`src/rtl/mem_port_arbiter_pkg.sv`:
```
// Shared types for the IF/MEM memory port arbiter.
// Holds FSM state codes, owner codes and a counter width helper.
package mem_port_arbiter_pkg;

  typedef enum logic [1:0] {
    ARB_IDLE   = 2'd0,
    ARB_ACCESS = 2'd1,
    ARB_RESP   = 2'd2
  } arb_state_e;

  typedef enum logic {
    OWN_IF = 1'b0,
    OWN_DM = 1'b1
  } arb_owner_e;

  function automatic int cnt_w(input int lat);
    return (lat > 1) ? $clog2(lat) : 1;
  endfunction

endpackage

```
`src/rtl/mem_port_arbiter_if.sv`:
```
// Pipeline-side and memory-side signals of the arbiter.
// slave = arbiter view, master = pipeline/memory view.
interface mem_port_arbiter_if #(
  parameter int ADDR_W = 32,
  parameter int DATA_W = 32
);
  logic              if_req;
  logic [ADDR_W-1:0] if_addr;
  logic [DATA_W-1:0] if_rdata;
  logic              if_ready;
  logic              dm_req;
  logic              dm_we;
  logic [ADDR_W-1:0] dm_addr;
  logic [DATA_W-1:0] dm_wdata;
  logic [DATA_W-1:0] dm_rdata;
  logic              dm_ready;
  logic              mem_en;
  logic              mem_we;
  logic [ADDR_W-1:0] mem_addr;
  logic [DATA_W-1:0] mem_wdata;
  logic [DATA_W-1:0] mem_rdata;
  logic              stall;
  logic              busy;

  modport slave (
    input  if_req, if_addr,
    input  dm_req, dm_we, dm_addr, dm_wdata,
    input  mem_rdata,
    output if_rdata, if_ready,
    output dm_rdata, dm_ready,
    output mem_en, mem_we, mem_addr, mem_wdata,
    output stall, busy
  );

  modport master (
    output if_req, if_addr,
    output dm_req, dm_we, dm_addr, dm_wdata,
    output mem_rdata,
    input  if_rdata, if_ready,
    input  dm_rdata, dm_ready,
    input  mem_en, mem_we, mem_addr, mem_wdata,
    input  stall, busy
  );
endinterface

```
`src/rtl/mem_port_arbiter_latency_counter.sv`:
```
// Access latency counter: loads LATENCY-1, counts down, flags zero.
// Module name arb_latency_counter.
module arb_latency_counter
  import mem_port_arbiter_pkg::*;
#(
  parameter int LATENCY = 2
) (
  input  logic clk,
  input  logic rst,
  input  logic i_load,
  input  logic i_dec,
  output logic o_zero
);
  localparam int W = cnt_w(LATENCY);
  localparam logic [W-1:0] LOAD = W'(LATENCY - 1);

  logic [W-1:0] r_cnt;

  always_ff @(posedge clk or negedge rst) begin
    if (!rst) begin
      r_cnt <= '0;
    end else if (i_load) begin
      r_cnt <= LOAD;
    end else if (i_dec && r_cnt != '0) begin
      r_cnt <= r_cnt - W'(1);
    end
  end

  assign o_zero = (r_cnt == '0);
endmodule

```
`src/rtl/mem_port_arbiter.sv`:
```
// Shares one single-port memory between IF and MEM, freezing the pipeline.
// ARB_ROUND_ROBIN_EN: alternate contended grants instead of data-first.
module mem_port_arbiter
  import mem_port_arbiter_pkg::*;
#(
  parameter int ADDR_W  = 32,
  parameter int DATA_W  = 32,
  parameter int LATENCY = 2
) (
  input  logic clk,
  input  logic rst,
  mem_port_arbiter_if.slave bus
);
  arb_state_e r_state;
  arb_state_e w_next;
  arb_owner_e r_owner;
  arb_owner_e w_sel;

  logic [ADDR_W-1:0] r_addr;
  logic [DATA_W-1:0] r_wdata;
  logic [DATA_W-1:0] r_if_rdata;
  logic [DATA_W-1:0] r_dm_rdata;
  logic r_we;
  logic r_if_done;
  logic r_dm_done;
  logic w_pend_i;
  logic w_pend_d;
  logic w_grant;
  logic w_fin;
  logic w_zero;
  logic w_stall;
  logic w_acc;

  assign w_pend_i = bus.if_req & ~r_if_done;
  assign w_pend_d = bus.dm_req & ~r_dm_done;
  assign w_stall  = w_pend_i | w_pend_d;
  assign w_acc    = (r_state == ARB_ACCESS);

`ifdef ARB_ROUND_ROBIN_EN
  arb_owner_e r_last;

  always_ff @(posedge clk or negedge rst) begin
    if (!rst) begin
      r_last <= OWN_IF;
    end else if (w_grant) begin
      r_last <= w_sel;
    end
  end

  always_comb begin
    w_sel = w_pend_d ? OWN_DM : OWN_IF;
    if (w_pend_d && w_pend_i) begin
      w_sel = (r_last == OWN_DM) ? OWN_IF : OWN_DM;
    end
  end
`else
  assign w_sel = w_pend_d ? OWN_DM : OWN_IF;
`endif

  arb_latency_counter #(
    .LATENCY (LATENCY)
  ) u_cnt (
    .clk    (clk),
    .rst    (rst),
    .i_load (w_grant),
    .i_dec  (w_acc),
    .o_zero (w_zero)
  );

  always_ff @(posedge clk or negedge rst) begin
    if (!rst) begin
      r_state <= ARB_IDLE;
    end else begin
      r_state <= w_next;
    end
  end

  always_comb begin
    w_next  = r_state;
    w_grant = 1'b0;
    w_fin   = 1'b0;
    unique case (r_state)
      ARB_IDLE: begin
        if (w_stall) begin
          w_grant = 1'b1;
          w_next  = ARB_ACCESS;
        end
      end
      ARB_ACCESS: begin
        if (w_zero) begin
          w_fin  = 1'b1;
          w_next = ARB_RESP;
        end
      end
      ARB_RESP: w_next = ARB_IDLE;
      default:  w_next = ARB_IDLE;
    endcase
  end

  always_ff @(posedge clk or negedge rst) begin
    if (!rst) begin
      r_owner <= OWN_IF;
      r_addr  <= '0;
      r_we    <= 1'b0;
      r_wdata <= '0;
    end else if (w_grant) begin
      r_owner <= w_sel;
      r_addr  <= (w_sel == OWN_DM) ? bus.dm_addr : bus.if_addr;
      r_we    <= (w_sel == OWN_DM) & bus.dm_we;
      r_wdata <= bus.dm_wdata;
    end
  end

  // Done is raised on the last access edge so ready shows in RESP.
  always_ff @(posedge clk or negedge rst) begin
    if (!rst) begin
      r_if_done  <= 1'b0;
      r_dm_done  <= 1'b0;
      r_if_rdata <= '0;
      r_dm_rdata <= '0;
    end else begin
      if (w_fin && r_owner == OWN_IF && bus.if_req) begin
        r_if_done <= 1'b1;
      end else if (!w_stall || !bus.if_req) begin
        r_if_done <= 1'b0;
      end
      if (w_fin && r_owner == OWN_DM && bus.dm_req) begin
        r_dm_done <= 1'b1;
      end else if (!w_stall || !bus.dm_req) begin
        r_dm_done <= 1'b0;
      end
      if (w_fin && r_owner == OWN_IF) begin
        r_if_rdata <= bus.mem_rdata;
      end
      if (w_fin && r_owner == OWN_DM && !r_we) begin
        r_dm_rdata <= bus.mem_rdata;
      end
    end
  end

  assign bus.mem_en    = w_acc;
  assign bus.mem_we    = w_acc & r_we & (r_owner == OWN_DM);
  assign bus.mem_addr  = r_addr;
  assign bus.mem_wdata = r_wdata;
  assign bus.if_rdata  = r_if_rdata;
  assign bus.if_ready  = r_if_done;
  assign bus.dm_rdata  = r_dm_rdata;
  assign bus.dm_ready  = r_dm_done;
  assign bus.stall     = w_stall;
  assign bus.busy      = (r_state != ARB_IDLE);
endmodule

```
`src/flat_wrapper.sv`:
```
// flat-port wrapper written by rule: the top's interface ports become plain ports
module mem_port_arbiter_flat import mem_port_arbiter_pkg::*;
#(
  parameter int ADDR_W  = 32,
  parameter int DATA_W  = 32,
  parameter int LATENCY = 2
)
  (clk, rst, bus_if_req, bus_if_addr, bus_dm_req, bus_dm_we, bus_dm_addr, bus_dm_wdata, bus_mem_rdata, bus_if_rdata, bus_if_ready, bus_dm_rdata, bus_dm_ready, bus_mem_en, bus_mem_we, bus_mem_addr, bus_mem_wdata, bus_stall, bus_busy);
  mem_port_arbiter_if #(.ADDR_W(ADDR_W), .DATA_W(DATA_W)) bus_i ();
  input  logic clk;
  input  logic rst;
  input wire logic [$bits(bus_i.if_req)-1:0] bus_if_req;
  input wire logic [$bits(bus_i.if_addr)-1:0] bus_if_addr;
  input wire logic [$bits(bus_i.dm_req)-1:0] bus_dm_req;
  input wire logic [$bits(bus_i.dm_we)-1:0] bus_dm_we;
  input wire logic [$bits(bus_i.dm_addr)-1:0] bus_dm_addr;
  input wire logic [$bits(bus_i.dm_wdata)-1:0] bus_dm_wdata;
  input wire logic [$bits(bus_i.mem_rdata)-1:0] bus_mem_rdata;
  output wire logic [$bits(bus_i.if_rdata)-1:0] bus_if_rdata;
  output wire logic [$bits(bus_i.if_ready)-1:0] bus_if_ready;
  output wire logic [$bits(bus_i.dm_rdata)-1:0] bus_dm_rdata;
  output wire logic [$bits(bus_i.dm_ready)-1:0] bus_dm_ready;
  output wire logic [$bits(bus_i.mem_en)-1:0] bus_mem_en;
  output wire logic [$bits(bus_i.mem_we)-1:0] bus_mem_we;
  output wire logic [$bits(bus_i.mem_addr)-1:0] bus_mem_addr;
  output wire logic [$bits(bus_i.mem_wdata)-1:0] bus_mem_wdata;
  output wire logic [$bits(bus_i.stall)-1:0] bus_stall;
  output wire logic [$bits(bus_i.busy)-1:0] bus_busy;
  assign bus_i.if_req = bus_if_req;
  assign bus_i.if_addr = bus_if_addr;
  assign bus_i.dm_req = bus_dm_req;
  assign bus_i.dm_we = bus_dm_we;
  assign bus_i.dm_addr = bus_dm_addr;
  assign bus_i.dm_wdata = bus_dm_wdata;
  assign bus_i.mem_rdata = bus_mem_rdata;
  assign bus_if_rdata = bus_i.if_rdata;
  assign bus_if_ready = bus_i.if_ready;
  assign bus_dm_rdata = bus_i.dm_rdata;
  assign bus_dm_ready = bus_i.dm_ready;
  assign bus_mem_en = bus_i.mem_en;
  assign bus_mem_we = bus_i.mem_we;
  assign bus_mem_addr = bus_i.mem_addr;
  assign bus_mem_wdata = bus_i.mem_wdata;
  assign bus_stall = bus_i.stall;
  assign bus_busy = bus_i.busy;
  mem_port_arbiter #(.ADDR_W(ADDR_W), .DATA_W(DATA_W), .LATENCY(LATENCY)) u_core (.clk(clk), .rst(rst), .bus(bus_i));
endmodule
```
`config.mk`:
```
export PLATFORM = sky130hd
export DESIGN_NAME = mem_port_arbiter_flat
export DESIGN_NICKNAME = d
export VERILOG_FILES = /design/src/rtl/mem_port_arbiter_pkg.sv /design/src/rtl/mem_port_arbiter_if.sv /design/src/rtl/mem_port_arbiter_latency_counter.sv /design/src/rtl/mem_port_arbiter.sv /design/src/flat_wrapper.sv
export SDC_FILE = /design/constraint.sdc
export NUM_CORES = 1
export LEC_CHECK = 0
export BUFFER_PORTS_ARGS = -buffer_cell sky130_fd_sc_hd__buf_2
export CORE_AREA = 3 3 139 87
export DETAILED_ROUTE_END_ITERATION = 7
export DIE_AREA = 0 0 142 90
export GPL_TIMING_DRIVEN = 0
export PLACE_DENSITY = 0.85
export SYNTH_ARGS = -nofsm -noshare
export SYNTH_HDL_FRONTEND = slang
export SYNTH_SLANG_ARGS = --single-unit
```
`constraint.sdc`:
```
create_clock -name clk -period 3.65 [get_ports clk]
set_clock_uncertainty 0.05 [all_clocks]
set_input_delay 0.73 -clock clk [delete_from_list [all_inputs] [get_ports clk]]
set_output_delay 0.73 -clock clk [all_outputs]
set_load 0.02 [all_outputs]
```
==> qor.csv <==
metric,value,unit
antenna_found_initial,0,
drtIter0Drc,104,
drc,0,
reg2reg_depth,5,
fp-row-count,29,
post_cts_buffers,0,
h-tree-depth,4,
setup_viol,0,
gp_congestion,0.775,
synth_seq_area_share,61.9,%
dieArea,12800,µm²
arrival,1.59,ns
hp-class,in2async,
grt_max_degree,104,
regToRegEndpoint,u_core.bus.mem_wdata[22]$_DFFE_PN0P_,
critPathLaunch,u_core.bus.dm_ready$_DFFE_PN0P_,
wl_per_cell,17.9,µm
n_antenna_cell,0,
ant_nets,0,
grt.overflow.total,0,
die_x,142,µm
synth-edff-count,0,
synthesis.instances,337,
ioPinCount,267,
synth_top_cells_by_area,"dfrtp_1 62%, mux2_2 32%, buf_4 1.7%",
final_util,71.1,%
routed_via_density,4.98,
power.leakage,3.74,nW
syn-cell-area,5460,µm²
ys_seq_elements,135,
min_period,2.37,ns
maxCapViolCount,0,
yosysWarnings,0,
hold_violations,0,
first_global_vias,4258,
worstReg2RegStart,u_core.bus.dm_ready$_DFFE_PN0P_,
nets,756,
cts-resized-gates,0,
syn_avg_cell_area,16.2,µm²
rrSetupSlack,1.86,ns
worst_slew_pin_slew,0.521,ns
synth_largest_area_cell,dfrtp_1,
drt-pass1-iter-count,4,
syn-num-nets,470,
yosysUniqueCellTypes,21,
dp.cells,743,
synth.top_cells.by_count,"157 x mux2_2, 135 x dfrtp_1, 12 x buf_4, 5 x buf_2, 5 x nand2_1",
portBuffers,266,
synthArstFlopShare,100,%
cts_sinks,135,
yosysMostFrequentCell,mux2_2,
ir_drop,0.651,mV
path_class,reg2out,
dp_hpwl,10.7,mm
core_area,10700,µm²
final_max_slew_viol_count,0,
fmax,0.422,GHz
cp-endpoint,bus_stall,
critPathMaxStageDelay,0.41,ns
rsz0062_at_grt,no,
cts_tree,done,
cp.required,2.87,ns
cts.reportedPaths.clkPinSlew,0.06,ns
powerDensity,1040,nW/µm²
grt.total_usage,21.8,%
root_buffer,clkbuf_16,
critPathMaxFanout,10,
synth_top_area_share,61.9,%
cts_made_buffers,17,
drive_gt1_share,75.0,%
max_slew_margin,65.2,%
worstPathCellList,nand2b_1 -> buf_2 -> buf_4 -> o21ai_0 -> buf_2,
wirelength,13.9,mm
final_cells,774,
clockBufferDepth,2,
startpoint_type,flip-flop,
synth_ff_type,dfrtp_1,
grt_pass1_wl,22.0,mm
cts_hold_buf,0,
crit_path_frequent_cell,buf_2,
critPathCaptureType,output port,
vias,3852,
initial_utilization,51.0,%
clk_latency,0.39,ns
dieHeight,90,µm
outcome,completed,
period_share,64.9,%
synthToLayoutAreaGrowth,39.4,%
slowest_stage,dfrtp_1,
finalSetupTns,0,ns
routing by layer:
metal,global-route usage (%),part of all wire [%]
met5,0,0
met4,7.27,1.6
met2,37.6,51
met1,25.5,39
met3,7.32,7.9
power by group:
group,switching [mW],leakage (nW),internal [mW]
Clock,0.621,0.292,1.13
Sequential,0.398,1.59,2.27
Combinational,1.95,1.86,1.54
Total,2.96,3.74,4.94
placed cells by master (no fill, tap or decap), drive strengths merged:
| cell type | synthesis | routed |
|---|---|---|
| buf | 17 | 284 |
| mux2 | 160 | 160 |
| dfrtp | 135 | 135 |
| clkbuf | 0 | 21 |
| nand2 | 5 | 5 |
| inv | 3 | 5 |
| nor2 | 4 | 4 |
| clkinvlp | 0 | 3 |
| bufinv | 0 | 3 |
| nand2b | 2 | 2 |
| o21ai | 2 | 2 |
| nor2b | 2 | 2 |
| clkinv | 0 | 2 |
| and3 | 1 | 1 |
| nand4bb | 1 | 1 |
| nor4b | 1 | 1 |
| a22o | 1 | 1 |
| a21oi | 1 | 1 |
| a21boi | 1 | 1 |
| a32o | 1 | 1 |
area by class of cell:
class                      instances  area [µm²]
multi-input combinational        182        1950
inverter                           3        11.3
clock buffer                      21         470
clock inverter                    10         144
fill                             737        3090
sequential                       135        3380
buffer                            17         115
tap                              139         174
timing repair buffer             267        1370
registers in the layout, indices dropped and copies added, names as in the netlist:
| signal | cells |
|---|---|
| u_core.bus.if_ready | 1 |
| u_core.r_we | 1 |
| u_core.bus.mem_addr | 32 |
| u_core.u_cnt.r_cnt | 1 |
| u_core.r_owner | 1 |
| u_core.r_state | 2 |
| u_core.bus.if_rdata | 32 |
| u_core.bus.mem_wdata | 32 |
| u_core.bus.dm_rdata | 32 |
| u_core.bus.dm_ready | 1 |
through the flow:
step | power [mW] | worst slack, ns | area [µm²] | hold WS [ns]
after floorplan | 4.95 | 1.54 | 5460 | 0.384
after global placement | 6.06 | 0.155 | 6960 | 0.422
after detailed placement | 6.21 | 1.28 | 7000 | 0.428
after CTS | 8.00 | 1.23 | 7610 | 0.148
after global routing | 8.32 | 1.19 | 7610 | 0.154
final | 7.91 | 1.28 | 7610 | 0.150
worst min-delay path by stage:
stage,cells past startpoint,to,from,slack (ns)
global route,1,u_core.bus.dm_rdata[2]$_DFFE_PN0P_,rst,0.15
floorplan,0,u_core.bus.dm_rdata[0]$_DFFE_PN0P_,rst,0.38
CTS,1,u_core.bus.dm_rdata[2]$_DFFE_PN0P_,rst,0.15
global placement,1,u_core.bus.mem_wdata[30]$_DFFE_PN0P_,u_core.bus.mem_wdata[30]$_DFFE_PN0P_,0.42
detailed placement,1,u_core.bus.mem_wdata[24]$_DFFE_PN0P_,u_core.bus.mem_wdata[24]$_DFFE_PN0P_,0.43
finish,1,u_core.bus.dm_rdata[2]$_DFFE_PN0P_,rst,0.15
worst max-delay path: cells and delay by family (launching register included):
family / cells / cell delay (ns)
buf+inv: 3 / 0.57
flops: 1 / 0.41
compound gates: 1 / 0.07
simple gates: 1 / 0.15
kinds of logic after synthesis:
family / after synthesis / synth area share (%)
flip-flops: 135 / 61.9
AO/OA/AOI/OAI: 6 / 0.825
multiplexers: 160 / 33.0
buffers and inverters: 20 / 2.31
AND/OR/NAND/NOR: 16 / 1.97
Power figures use the tool's default switching activity.
